### src/rtl/wb_pkg.sv
// Shared widths, writeback entry layout and the occupancy-width helper
// for the writeback arbiter slice.
package wb_pkg;
  localparam int DATA_W = 32;
  localparam int ADDR_W = 5;
  localparam int NREG   = 1 << ADDR_W;
  localparam logic [ADDR_W-1:0] REG_ZERO = 5'd0;

  typedef struct packed {
    logic [ADDR_W-1:0] addr;
    logic [DATA_W-1:0] data;
  } wb_entry_t;

  function automatic int cnt_w(input int depth);
    return $clog2(depth) + 1;
  endfunction
endpackage

### src/rtl/wb_arbiter_if.sv
// Pipeline-side bundle of the writeback arbiter: ALU and long-latency results,
// issue/decode scoreboard taps and the register file write port.
interface wb_arbiter_if import wb_pkg::*; #(parameter int DEPTH = 4);
  localparam int CNT_W = cnt_w(DEPTH);

  logic              alu_wen;
  logic [ADDR_W-1:0] alu_wadd;
  logic [DATA_W-1:0] alu_wdi;
  logic              lng_valid;
  logic              lng_ready;
  logic [ADDR_W-1:0] lng_wadd;
  logic [DATA_W-1:0] lng_wdi;
  logic              iss_en;
  logic [ADDR_W-1:0] iss_wadd;
  logic [ADDR_W-1:0] chk_add1;
  logic [ADDR_W-1:0] chk_add2;
  logic              stall;
  logic              wen;
  logic [ADDR_W-1:0] wadd;
  logic [DATA_W-1:0] wdi;
  logic [CNT_W-1:0]  fifo_cnt;
  logic              hz_err;

  modport slave (
    input  alu_wen, alu_wadd, alu_wdi, lng_valid, lng_wadd, lng_wdi,
           iss_en, iss_wadd, chk_add1, chk_add2,
    output lng_ready, stall, wen, wadd, wdi, fifo_cnt, hz_err
  );

  modport master (
    output alu_wen, alu_wadd, alu_wdi, lng_valid, lng_wadd, lng_wdi,
           iss_en, iss_wadd, chk_add1, chk_add2,
    input  lng_ready, stall, wen, wadd, wdi, fifo_cnt, hz_err
  );
endinterface

### src/rtl/wb_fifo.sv
// DEPTH-entry synchronous FIFO of writeback entries; head is visible
// combinationally, pushes while full and pops while empty are ignored.
module wb_fifo import wb_pkg::*; #(
  parameter  int DEPTH = 4,
  localparam int CNT_W = cnt_w(DEPTH),
  localparam int PTR_W = $clog2(DEPTH)
) (
  input  logic             clk,
  input  logic             res,
  input  logic             push,
  input  wb_entry_t        push_dat,
  input  logic             pop,
  output wb_entry_t        head,
  output logic [CNT_W-1:0] cnt,
  output logic             full,
  output logic             empty
);
  wb_entry_t        mem [DEPTH];
  logic [PTR_W-1:0] wr_ptr;
  logic [PTR_W-1:0] rd_ptr;
  logic             do_push;
  logic             do_pop;

  assign full    = (cnt == CNT_W'(DEPTH));
  assign empty   = (cnt == '0);
  assign do_push = push & ~full;
  assign do_pop  = pop & ~empty;
  assign head    = mem[rd_ptr];

  // DEPTH is a power of two, so the pointers wrap by plain overflow.
  always_ff @(posedge clk or posedge res) begin
    if (res) begin
      wr_ptr <= '0;
      rd_ptr <= '0;
      cnt    <= '0;
    end else begin
      if (do_push) wr_ptr <= wr_ptr + 1'b1;
      if (do_pop)  rd_ptr <= rd_ptr + 1'b1;
      case ({do_push, do_pop})
        2'b10:   cnt <= cnt + 1'b1;
        2'b01:   cnt <= cnt - 1'b1;
        default: cnt <= cnt;
      endcase
    end
  end

  always_ff @(posedge clk) begin
    if (do_push) mem[wr_ptr] <= push_dat;
  end
endmodule

### src/rtl/wb_arbiter.sv
// Register file writeback merge: ALU results win, long-latency results drain
// from a FIFO in ALU bubbles; a pending scoreboard drives decode stall.
module wb_arbiter import wb_pkg::*; #(
  parameter int DEPTH = 4
) (
  input  logic     clk,
  input  logic     res,
  wb_arbiter_if.slave bus
);
  localparam int CNT_W = cnt_w(DEPTH);

  wb_entry_t         head;
  logic [CNT_W-1:0]  cnt;
  logic              full;
  logic              empty;
  logic              alu_act;
  logic              push;
  logic              pop;
  logic              hz_set;
  logic [NREG-1:0]   pending;
  logic [NREG-1:0]   pending_nxt;
  logic              wen_q;
  logic [ADDR_W-1:0] wadd_q;
  logic [DATA_W-1:0] wdi_q;
  logic              hz_q;

  assign alu_act = bus.alu_wen && (bus.alu_wadd != REG_ZERO);
  assign push    = bus.lng_valid && !full;
  assign pop     = !alu_act && !empty;

  wb_fifo #(.DEPTH(DEPTH)) u_fifo (
    .clk      (clk),
    .res      (res),
    .push     (push),
    .push_dat ('{addr: bus.lng_wadd, data: bus.lng_wdi}),
    .pop      (pop),
    .head     (head),
    .cnt      (cnt),
    .full     (full),
    .empty    (empty)
  );

  // Issue is applied after retire so a same-edge set/clear leaves the bit set.
  always_comb begin
    pending_nxt = pending;
    if (pop)        pending_nxt[head.addr]    = 1'b0;
    if (bus.iss_en) pending_nxt[bus.iss_wadd] = 1'b1;
    pending_nxt[0] = 1'b0;
  end

  always_comb begin
    hz_set = 1'b0;
    if (alu_act && pending[bus.alu_wadd])                         hz_set = 1'b1;
    if (pop && (head.addr != REG_ZERO) && !pending[head.addr])    hz_set = 1'b1;
  end

  always_ff @(posedge clk or posedge res) begin
    if (res) begin
      wen_q   <= 1'b0;
      wadd_q  <= '0;
      wdi_q   <= '0;
      pending <= '0;
      hz_q    <= 1'b0;
    end else begin
      pending <= pending_nxt;
      hz_q    <= hz_q | hz_set;
      if (alu_act) begin
        wen_q  <= 1'b1;
        wadd_q <= bus.alu_wadd;
        wdi_q  <= bus.alu_wdi;
      end else if (pop) begin
        wen_q  <= (head.addr != REG_ZERO);
        wadd_q <= head.addr;
        wdi_q  <= head.data;
      end else begin
        wen_q  <= 1'b0;
      end
    end
  end

  assign bus.lng_ready = !full;
  assign bus.fifo_cnt  = cnt;
  assign bus.wen       = wen_q;
  assign bus.wadd      = wadd_q;
  assign bus.wdi       = wdi_q;
  assign bus.hz_err    = hz_q;
  assign bus.stall     = pending[bus.chk_add1] | pending[bus.chk_add2] |
                         (bus.iss_en & pending[bus.iss_wadd]);
endmodule

### src/flat_wrapper.sv
// flat-port wrapper written by rule: the top's interface ports become plain ports
module wb_arbiter_flat import wb_pkg::*;
#(
  parameter int DEPTH = 4
)
  (clk, res, bus_alu_wen, bus_alu_wadd, bus_alu_wdi, bus_lng_valid, bus_lng_wadd, bus_lng_wdi, bus_iss_en, bus_iss_wadd, bus_chk_add1, bus_chk_add2, bus_lng_ready, bus_stall, bus_wen, bus_wadd, bus_wdi, bus_fifo_cnt, bus_hz_err);
  wb_arbiter_if #(.DEPTH(DEPTH)) bus_i ();
  input  logic clk;
  input  logic res;
  input wire logic [$bits(bus_i.alu_wen)-1:0] bus_alu_wen;
  input wire logic [$bits(bus_i.alu_wadd)-1:0] bus_alu_wadd;
  input wire logic [$bits(bus_i.alu_wdi)-1:0] bus_alu_wdi;
  input wire logic [$bits(bus_i.lng_valid)-1:0] bus_lng_valid;
  input wire logic [$bits(bus_i.lng_wadd)-1:0] bus_lng_wadd;
  input wire logic [$bits(bus_i.lng_wdi)-1:0] bus_lng_wdi;
  input wire logic [$bits(bus_i.iss_en)-1:0] bus_iss_en;
  input wire logic [$bits(bus_i.iss_wadd)-1:0] bus_iss_wadd;
  input wire logic [$bits(bus_i.chk_add1)-1:0] bus_chk_add1;
  input wire logic [$bits(bus_i.chk_add2)-1:0] bus_chk_add2;
  output wire logic [$bits(bus_i.lng_ready)-1:0] bus_lng_ready;
  output wire logic [$bits(bus_i.stall)-1:0] bus_stall;
  output wire logic [$bits(bus_i.wen)-1:0] bus_wen;
  output wire logic [$bits(bus_i.wadd)-1:0] bus_wadd;
  output wire logic [$bits(bus_i.wdi)-1:0] bus_wdi;
  output wire logic [$bits(bus_i.fifo_cnt)-1:0] bus_fifo_cnt;
  output wire logic [$bits(bus_i.hz_err)-1:0] bus_hz_err;
  assign bus_i.alu_wen = bus_alu_wen;
  assign bus_i.alu_wadd = bus_alu_wadd;
  assign bus_i.alu_wdi = bus_alu_wdi;
  assign bus_i.lng_valid = bus_lng_valid;
  assign bus_i.lng_wadd = bus_lng_wadd;
  assign bus_i.lng_wdi = bus_lng_wdi;
  assign bus_i.iss_en = bus_iss_en;
  assign bus_i.iss_wadd = bus_iss_wadd;
  assign bus_i.chk_add1 = bus_chk_add1;
  assign bus_i.chk_add2 = bus_chk_add2;
  assign bus_lng_ready = bus_i.lng_ready;
  assign bus_stall = bus_i.stall;
  assign bus_wen = bus_i.wen;
  assign bus_wadd = bus_i.wadd;
  assign bus_wdi = bus_i.wdi;
  assign bus_fifo_cnt = bus_i.fifo_cnt;
  assign bus_hz_err = bus_i.hz_err;
  wb_arbiter #(.DEPTH(DEPTH)) u_core (.clk(clk), .res(res), .bus(bus_i));
endmodule
### config.mk
export PLATFORM = sky130hd
export DESIGN_NAME = wb_arbiter_flat
export DESIGN_NICKNAME = d
export VERILOG_FILES = /design/src/rtl/wb_pkg.sv /design/src/rtl/wb_arbiter_if.sv /design/src/rtl/wb_fifo.sv /design/src/rtl/wb_arbiter.sv /design/src/flat_wrapper.sv
export SDC_FILE = /design/constraint.sdc
export NUM_CORES = 1
export LEC_CHECK = 0
export CAP_MARGIN = 15
export CELL_PAD_IN_SITES_DETAIL_PLACEMENT = 1
export CELL_PAD_IN_SITES_GLOBAL_PLACEMENT = 1
export CORE_MARGIN = 2
export CORE_UTILIZATION = 40
export DETAILED_ROUTE_END_ITERATION = 10
export PLACE_DENSITY = 0.76
export SYNTH_ARGS = -nofsm -noshare
export SYNTH_HDL_FRONTEND = slang
export SYNTH_SLANG_ARGS = --single-unit
### constraint.sdc
create_clock -name clk -period 5 [get_ports clk]
set_input_delay 0.75 -clock clk [delete_from_list [all_inputs] [get_ports clk]]
set_output_delay 0.75 -clock clk [all_outputs]
set_load 0.01 [all_outputs]
==> results of run 1 <==
==> cells by family (layout without fill, tap and decap cells) <==
logic type	after synthesis	in the layout	share of synthesized area, %
flops	225	225	63.3
compound gates	111	111	6.30
other cells	0	1	0
buf+inv	49	195	2.24
simple gates	173	173	7.92
fa+ha+maj	6	6	0.821
xor+xnor	6	6	0.522
mux	98	98	18.9
==> sequential cells by signal (all words and copies together) (netlist names) <==
name	cells
u_core.u_fifo.mem	148
u_core.bus.wdi	32
u_core.pending	31
u_core.bus.wadd	5
u_core.bus.hz_err	1
u_core.u_fifo.rd_ptr	2
u_core.u_fifo.cnt	3
u_core.u_fifo.wr_ptr	2
u_core.bus.wen	1
==> worst max path at each step <==
stage                            to  slack [ns]       startpoint  cells after the start
after CTS                 bus_stall        0.88  bus_chk_add2[0]                      6
after floorplan           bus_stall        1.82  bus_chk_add2[0]                      5
final                     bus_stall        0.92  bus_chk_add2[0]                      6
after global placement    bus_stall        0.91  bus_chk_add2[0]                      6
after detailed placement  bus_stall        0.89  bus_chk_add2[0]                      6
after global routing      bus_stall        0.73  bus_iss_wadd[0]                      7
==> power groups by stage <==
stage | clock network (mW) | logic [mW] | registers [mW]
5_1_grt | 1.72 | 2.70 | 3.17
2_1_floorplan | 0 | 1.67 | 2.86
4_1_cts | 1.65 | 2.51 | 3.11
3_3_place_gp | 0 | 2.42 | 3.11
6_report | 1.63 | 2.48 | 3.12
3_5_place_dp | 0 | 2.49 | 3.14
==> synth_stat cells, types with 2 or more instances <==
| cell type | number |
|---|---|
| inv_1 | 10 |
| clkbuf_1 | 22 |
| edfxtp_1 | 148 |
| o22ai_1 | 2 |
| mux2_1 | 2 |
| nor2_1 | 40 |
| or3b_2 | 4 |
| mux2i_1 | 21 |
| nand4_1 | 6 |
| or3_1 | 4 |
| buf_2 | 12 |
| a31oi_1 | 36 |
| nor2b_1 | 5 |
| mux4_2 | 73 |
| ha_1 | 5 |
| and3_1 | 4 |
| xnor2_1 | 5 |
| nand2_1 | 83 |
| nor3_1 | 3 |
| dfrtp_1 | 77 |
| nand2b_1 | 6 |
| buf_6 | 3 |
| nand3b_1 | 6 |
| mux2_2 | 2 |
| nand3_1 | 5 |
| and2_1 | 2 |
| o21ai_0 | 64 |
==> critical path: cells and delay by family <==
family                 cells  cell delay [ns]
buffers and inverters      2             1.26
multiplexers               3             1.23
AND/OR/NAND/NOR            1             0.09
==> area by class of cell <==
type / instances / area [um2] / share of cell area, %
antenna: 1 / 2.50 / 0.0201
tap: 330 / 413 / 3.32
timing repair buffer: 144 / 1420 / 11.4
inverter: 10 / 38.8 / 0.312
clock buffer: 32 / 629 / 5.06
sequential: 225 / 6370 / 51.2
clock inverter: 9 / 80.1 / 0.644
multi-input combinational: 394 / 3480 / 28.0
==> metal layers <==
metal,share of wire [%],vias up
li1,-,2849
met1,42,3342
met2,48,253
met3,7.0,54
met4,3.0,0
met5,0,-
==> metrics, run 1 <==
PortBufs=137; Place WS=0.885 ns; EDFF count, synth=148; most common flop cell mapped by yosys=edfxtp_1; f_max=0.245 GHz; Net Sw Frac=34.7%; Initial Utilization=40.3%; Clock Tree Buf Depth=3; Setup crit end kind=output port; dpl cells=1103; RSZ-0062 raised after global routing=no; clock share of power=22.5%; Slew Limit Fails=0; share of cells above drive strength 1=16.0%; slowest stage cell on the critical path=clkdlybuf4s50_1; CP Cell Sequence=clkdlybuf4s50_1 -> mux4_2 -> mux4_2 -> mux2i_1 -> nand3_1 -> clkdlybuf4s50_1; Die H=163 um; worst relative slew slack=29.8%; IO Pins=138; # H-tree levels=1; GPL Wtd Cong=0.841; WL/cell=24.1 um; Layout area overhead=23.7%; site row count=58; Via-to-Cell Ratio=5.68; Post-CTS Repair Setup Buffers=0; r2r setup slk=2.09 ns; CTS tree=done; Reg power frac=43.2%; critical path type=in -> out; Hold Path End=u_core.bus.wdi[28]; yosys synthesis warning count=0; Worst-Skew Late Latency=0.50 ns; Async S/R FF share, synth=34.2%; fin crit period=4.08 ns; Setup Skew=0.0193 ns; grt met2 use=35.4%; post-detail-place hpwl=18100 um; Root Buffer Master=clkbuf_16; Unique masters post-synth=45; Fin. Hold Viols=0; Reg2Reg Depth=6; CP max stage delay=0.78 ns; final worst slack=0.921 ns; largest net degree at the start of global routing=76; core area=25000 um2; CTS clock-pin slew for the worst setup and hold paths=0.06 ns; outcome=complete, no violations; #FFs+latches synth=225; design area=12400 um2; Pint=4.73 mW; final setup vio count=0; Arrival @ worst endpoint=3.33 ns; share of the clock period used by the worst path=81.6%; post-synthesis sequential area ratio=63.3%; Post-Syn Area=10100 um2; fillers=2489; DRC=0; first-pass GRT wire length=42300 um; Tot Pwr=7.23 mW; cell taking the most area after synthesis=edfxtp_1; RR Startpoint=u_core.u_fifo.rd_ptr[1]; Max Fanout on Critical Path=8; commonest cells after routing, fill and taps aside=edfxtp_1, clkdlybuf4s50_1, nand2_1; ANT nets after route=0; post-synth top area share=44.2%; Hold WC Path Type=reg -> reg; DR vias=6498; Leak=4.37 nW; Starting DRT DRC Count=431; DIE WIDTH=163 um; Layout Utilization=49.8%; # hold bufs at CTS=0; HP Start=u_core.bus.wdi[28]; power share of the combinational group=34.3%; Synth Area per Inst=15.1 um2; Tot GR Track Use=21.2%; setup_tns=0 ns; PwrDens=581 nW/um2; TritonRoute pass-1 iters=4; hold_ws=0.544 ns; post-synthesis net count=768; total clock sinks=225; # resized after CTS=0; Max Cap Viol=0; initial antenna violation count=1; grt ovf=0; met3 GRT Util=3.49%; CP Launch Type=input pin; Die Area=26400 um2; hold path depth=2; R2R Path End=u_core.bus.hz_err; Synth Instances=668; Finished Layout Cells=1145; Worst-Margin Slew=1.05 ns; global-route met1 utilization=28.7%; NumNets Final=898; Top Usage Layer GRT=met2; vias in the first global route=7050; maximum vdd drop=0.328 mV; CTS buffer count=23; Net Sw Power=2.51 mW; Post-Route WL=27600 um; placed instance area=11700 um2; most common cell after layout, fill and taps aside=edfxtp_1; Worst Path Required=4.25 ns; top post-synthesis cells by area=edfxtp_1, dfrtp_1, mux4_2
Note: power is estimated with default switching activity, not from simulation.
==> run 2: changes to the inputs <==
==> constraint.sdc (replaced) <==
create_clock -name clk -period 4.1 [get_ports clk]
set_input_delay 0.615 -clock clk [delete_from_list [all_inputs] [get_ports clk]]
set_output_delay 0.615 -clock clk [all_outputs]
set_load 0.01 [all_outputs]
==> run 2 against run 1 <==
Via count rose by 1.4%. Register-to-register slack got worse by 0.83 ns. Clock skew fell by 0.012 ns. Non-clock buffer count rose by 3. Critical endpoint unchanged. Highest routed layer unchanged.
==> metrics, run 2 (synthesis results as in run 1) <==
outcome=complete, no violations (unchanged); # H-tree levels=1 (unchanged); Net Sw Power=3.06 mW (was 2.51 mW); Initial Utilization=40.3% (unchanged); Place WS=0.276 ns (was 0.885 ns); Max Cap Viol=0 (unchanged); largest net degree at the start of global routing=76 (unchanged); WP buf/inv=2 (unchanged); Reg power frac=42.2% (was 43.2%); PwrDens=716 nW/um2 (was 581 nW/um2); Biggest register=u_core.u_fifo.mem (unchanged); Clock Tree Buf Depth=3 (unchanged); share of cells above drive strength 1=16.3% (was 16.0%); setup_tns=0 ns (unchanged); maximum vdd drop=0.366 mV (was 0.328 mV); Layout area overhead=24.5% (was 23.7%); # hold bufs at CTS=0 (unchanged); Setup Skew=0.00731 ns (was 0.0193 ns); Pint=5.91 mW (was 4.73 mW); CP max stage delay=0.81 ns (was 0.78 ns); Tot Pwr=8.97 mW (was 7.23 mW); commonest cells after routing, fill and taps aside=edfxtp_1, clkdlybuf4s50_1, nand2_1 (unchanged); Fin. Hold Viols=0 (unchanged); DIE WIDTH=163 um (unchanged); Setup crit end kind=output port (unchanged); core area=25000 um2 (unchanged); CTS clock-pin slew for the worst setup and hold paths=0.06 ns (about the same); fin crit period=3.80 ns; Via-to-Cell Ratio=5.74 (was 5.68); vias in the first global route=7076 (was 7050); Root Buffer Master=clkbuf_16 (unchanged); Post-Route WL=28000 um (was 27600 um); slowest stage cell on the critical path=clkdlybuf4s50_1 (unchanged); Hold WC Path Type=in -> async (was reg -> reg); DRC=0 (unchanged); delay-heaviest family, CP=buffers and inverters (unchanged); GPL Wtd Cong=0.829 (was 0.841); DR vias=6589 (was 6498); most common cell after layout, fill and taps aside=edfxtp_1 (unchanged); fillers=2471 (was 2489); NumNets Final=901 (was 898); diode count=0 (was 1); TritonRoute pass-1 iters=4 (unchanged); Arrival @ worst endpoint=3.18 ns (was 3.33 ns); CTS tree=done (unchanged); critical path type=in -> out (unchanged); IO Pins=138 (unchanged); final setup vio count=0 (unchanged); # resized after CTS=0 (unchanged); Net Sw Frac=34.1% (was 34.7%); Worst-Margin Slew=1.06 ns (was 1.05 ns); total clock sinks=225 (unchanged); power share of the combinational group=34.0% (was 34.3%); worst relative slew slack=29.1% (was 29.8%); Slew Limit Fails=0 (unchanged); Layout Utilization=50.2% (was 49.8%); Leak=4.43 nW (was 4.37 nW); CP Cell Sequence=clkdlybuf4s50_1 -> mux4_2 -> mux4_2 -> mux2i_1 -> nand3_1 -> clkdlybuf4s50_1 (unchanged); clock share of power=23.8% (was 22.5%); post-detail-place hpwl=18500 um (was 18100 um); initial antenna violation count=0 (was 1); Finished Layout Cells=1147 (was 1145); Worst-Skew Late Latency=0.51 ns (was 0.50 ns); site row count=58 (unchanged); share of the clock period used by the worst path=92.6%; Starting DRT DRC Count=520 (was 431); Max Fanout on Critical Path=8 (unchanged); WL/cell=24.4 um (was 24.1 um); first-pass GRT wire length=42800 um (was 42300 um); Tot GR Track Use=21.4% (was 21.2%); ANT nets after route=0 (unchanged); Post-CTS Repair Setup Buffers=0 (unchanged); grt ovf=0 (unchanged); RSZ-0062 raised after global routing=no (unchanged); max FFs per register=148 (unchanged); PortBufs=137 (unchanged); f_max=0.263 GHz; final worst slack=0.304 ns (was 0.921 ns); Die H=163 um (unchanged); dpl cells=1106 (was 1103); CTS buffer count=23 (unchanged); Die Area=26400 um2 (unchanged); CP Launch Type=input pin (unchanged); Worst Path Required=3.48 ns (was 4.25 ns)
run 2: cell types whose count changed in the layout (fill, tap and decap cells not counted), sizes merged:
| cell | before | now |
|---|---|---|
| buf | 7 | 10 |
| bufinv | 1 | 2 |
| clkbuf | 32 | 34 |
| diode | 1 | 0 |
| clkinvlp | 3 | 0 |
run 2: per-layer routing:
layer	share of wire, %	GRT usage, %	vias to the layer above
li1	-	-	2861
met1	41	28.4	3403
met3	7.4	4.63	58
met4	2.6	5.79	0
met5	0	0	-
met2	49	35.9	267
run 2: stage by stage:
stage	area, um2	hold WS, ns
after floorplan	10100	0.531
after global placement	11800	0.527
after detailed placement	11800	0.539
after CTS	12500	0.451
after global routing	12500	0.479
final	12500	0.445
run 2: path summary, 6_finish.rpt:
| path | start | to | slack, ns | depth (start not counted) |
|---|---|---|---|---|
| worst max-delay path | bus_chk_add1[0] | bus_stall | 0.30 | 6 |
| worst min-delay path | res | u_core.bus.wdi[26] | 0.44 | 2 |
| min in group clk | u_core.bus.wdi[12] | u_core.bus.wdi[12] | 0.54 | 2 |
| worst min register to register | u_core.bus.wdi[12] | u_core.bus.wdi[12] | 0.54 | 2 |
| worst max register to register | u_core.u_fifo.rd_ptr[0] | u_core.pending[1] | 1.26 | 5 |
| max in group asynchronous | res | u_core.pending[10] | 2.91 | 3 |
run 2: area by class of cell:
cell class	count	area (um2)	share of cell area, %
flip-flops and latches	225	6370	50.9
multi-input cells	394	3480	27.8
repair buffers	147	1450	11.5
clock buffers	34	688	5.49
well taps	330	413	3.30
clock inverters	7	85.1	0.679
inverters	10	38.8	0.310
run 2: power groups by stage:
| stage | Clock [mW] | Combinational [mW] | Sequential, mW |
|---|---|---|---|
| 5_1_grt | 2.25 | 3.32 | 3.83 |
| 6_report | 2.14 | 3.05 | 3.79 |
| 4_1_cts | 2.17 | 3.09 | 3.78 |
| 3_3_place_gp | 0 | 2.96 | 3.77 |
| 2_1_floorplan | 0 | 2.04 | 3.49 |
| 3_5_place_dp | 0 | 3.06 | 3.81 |
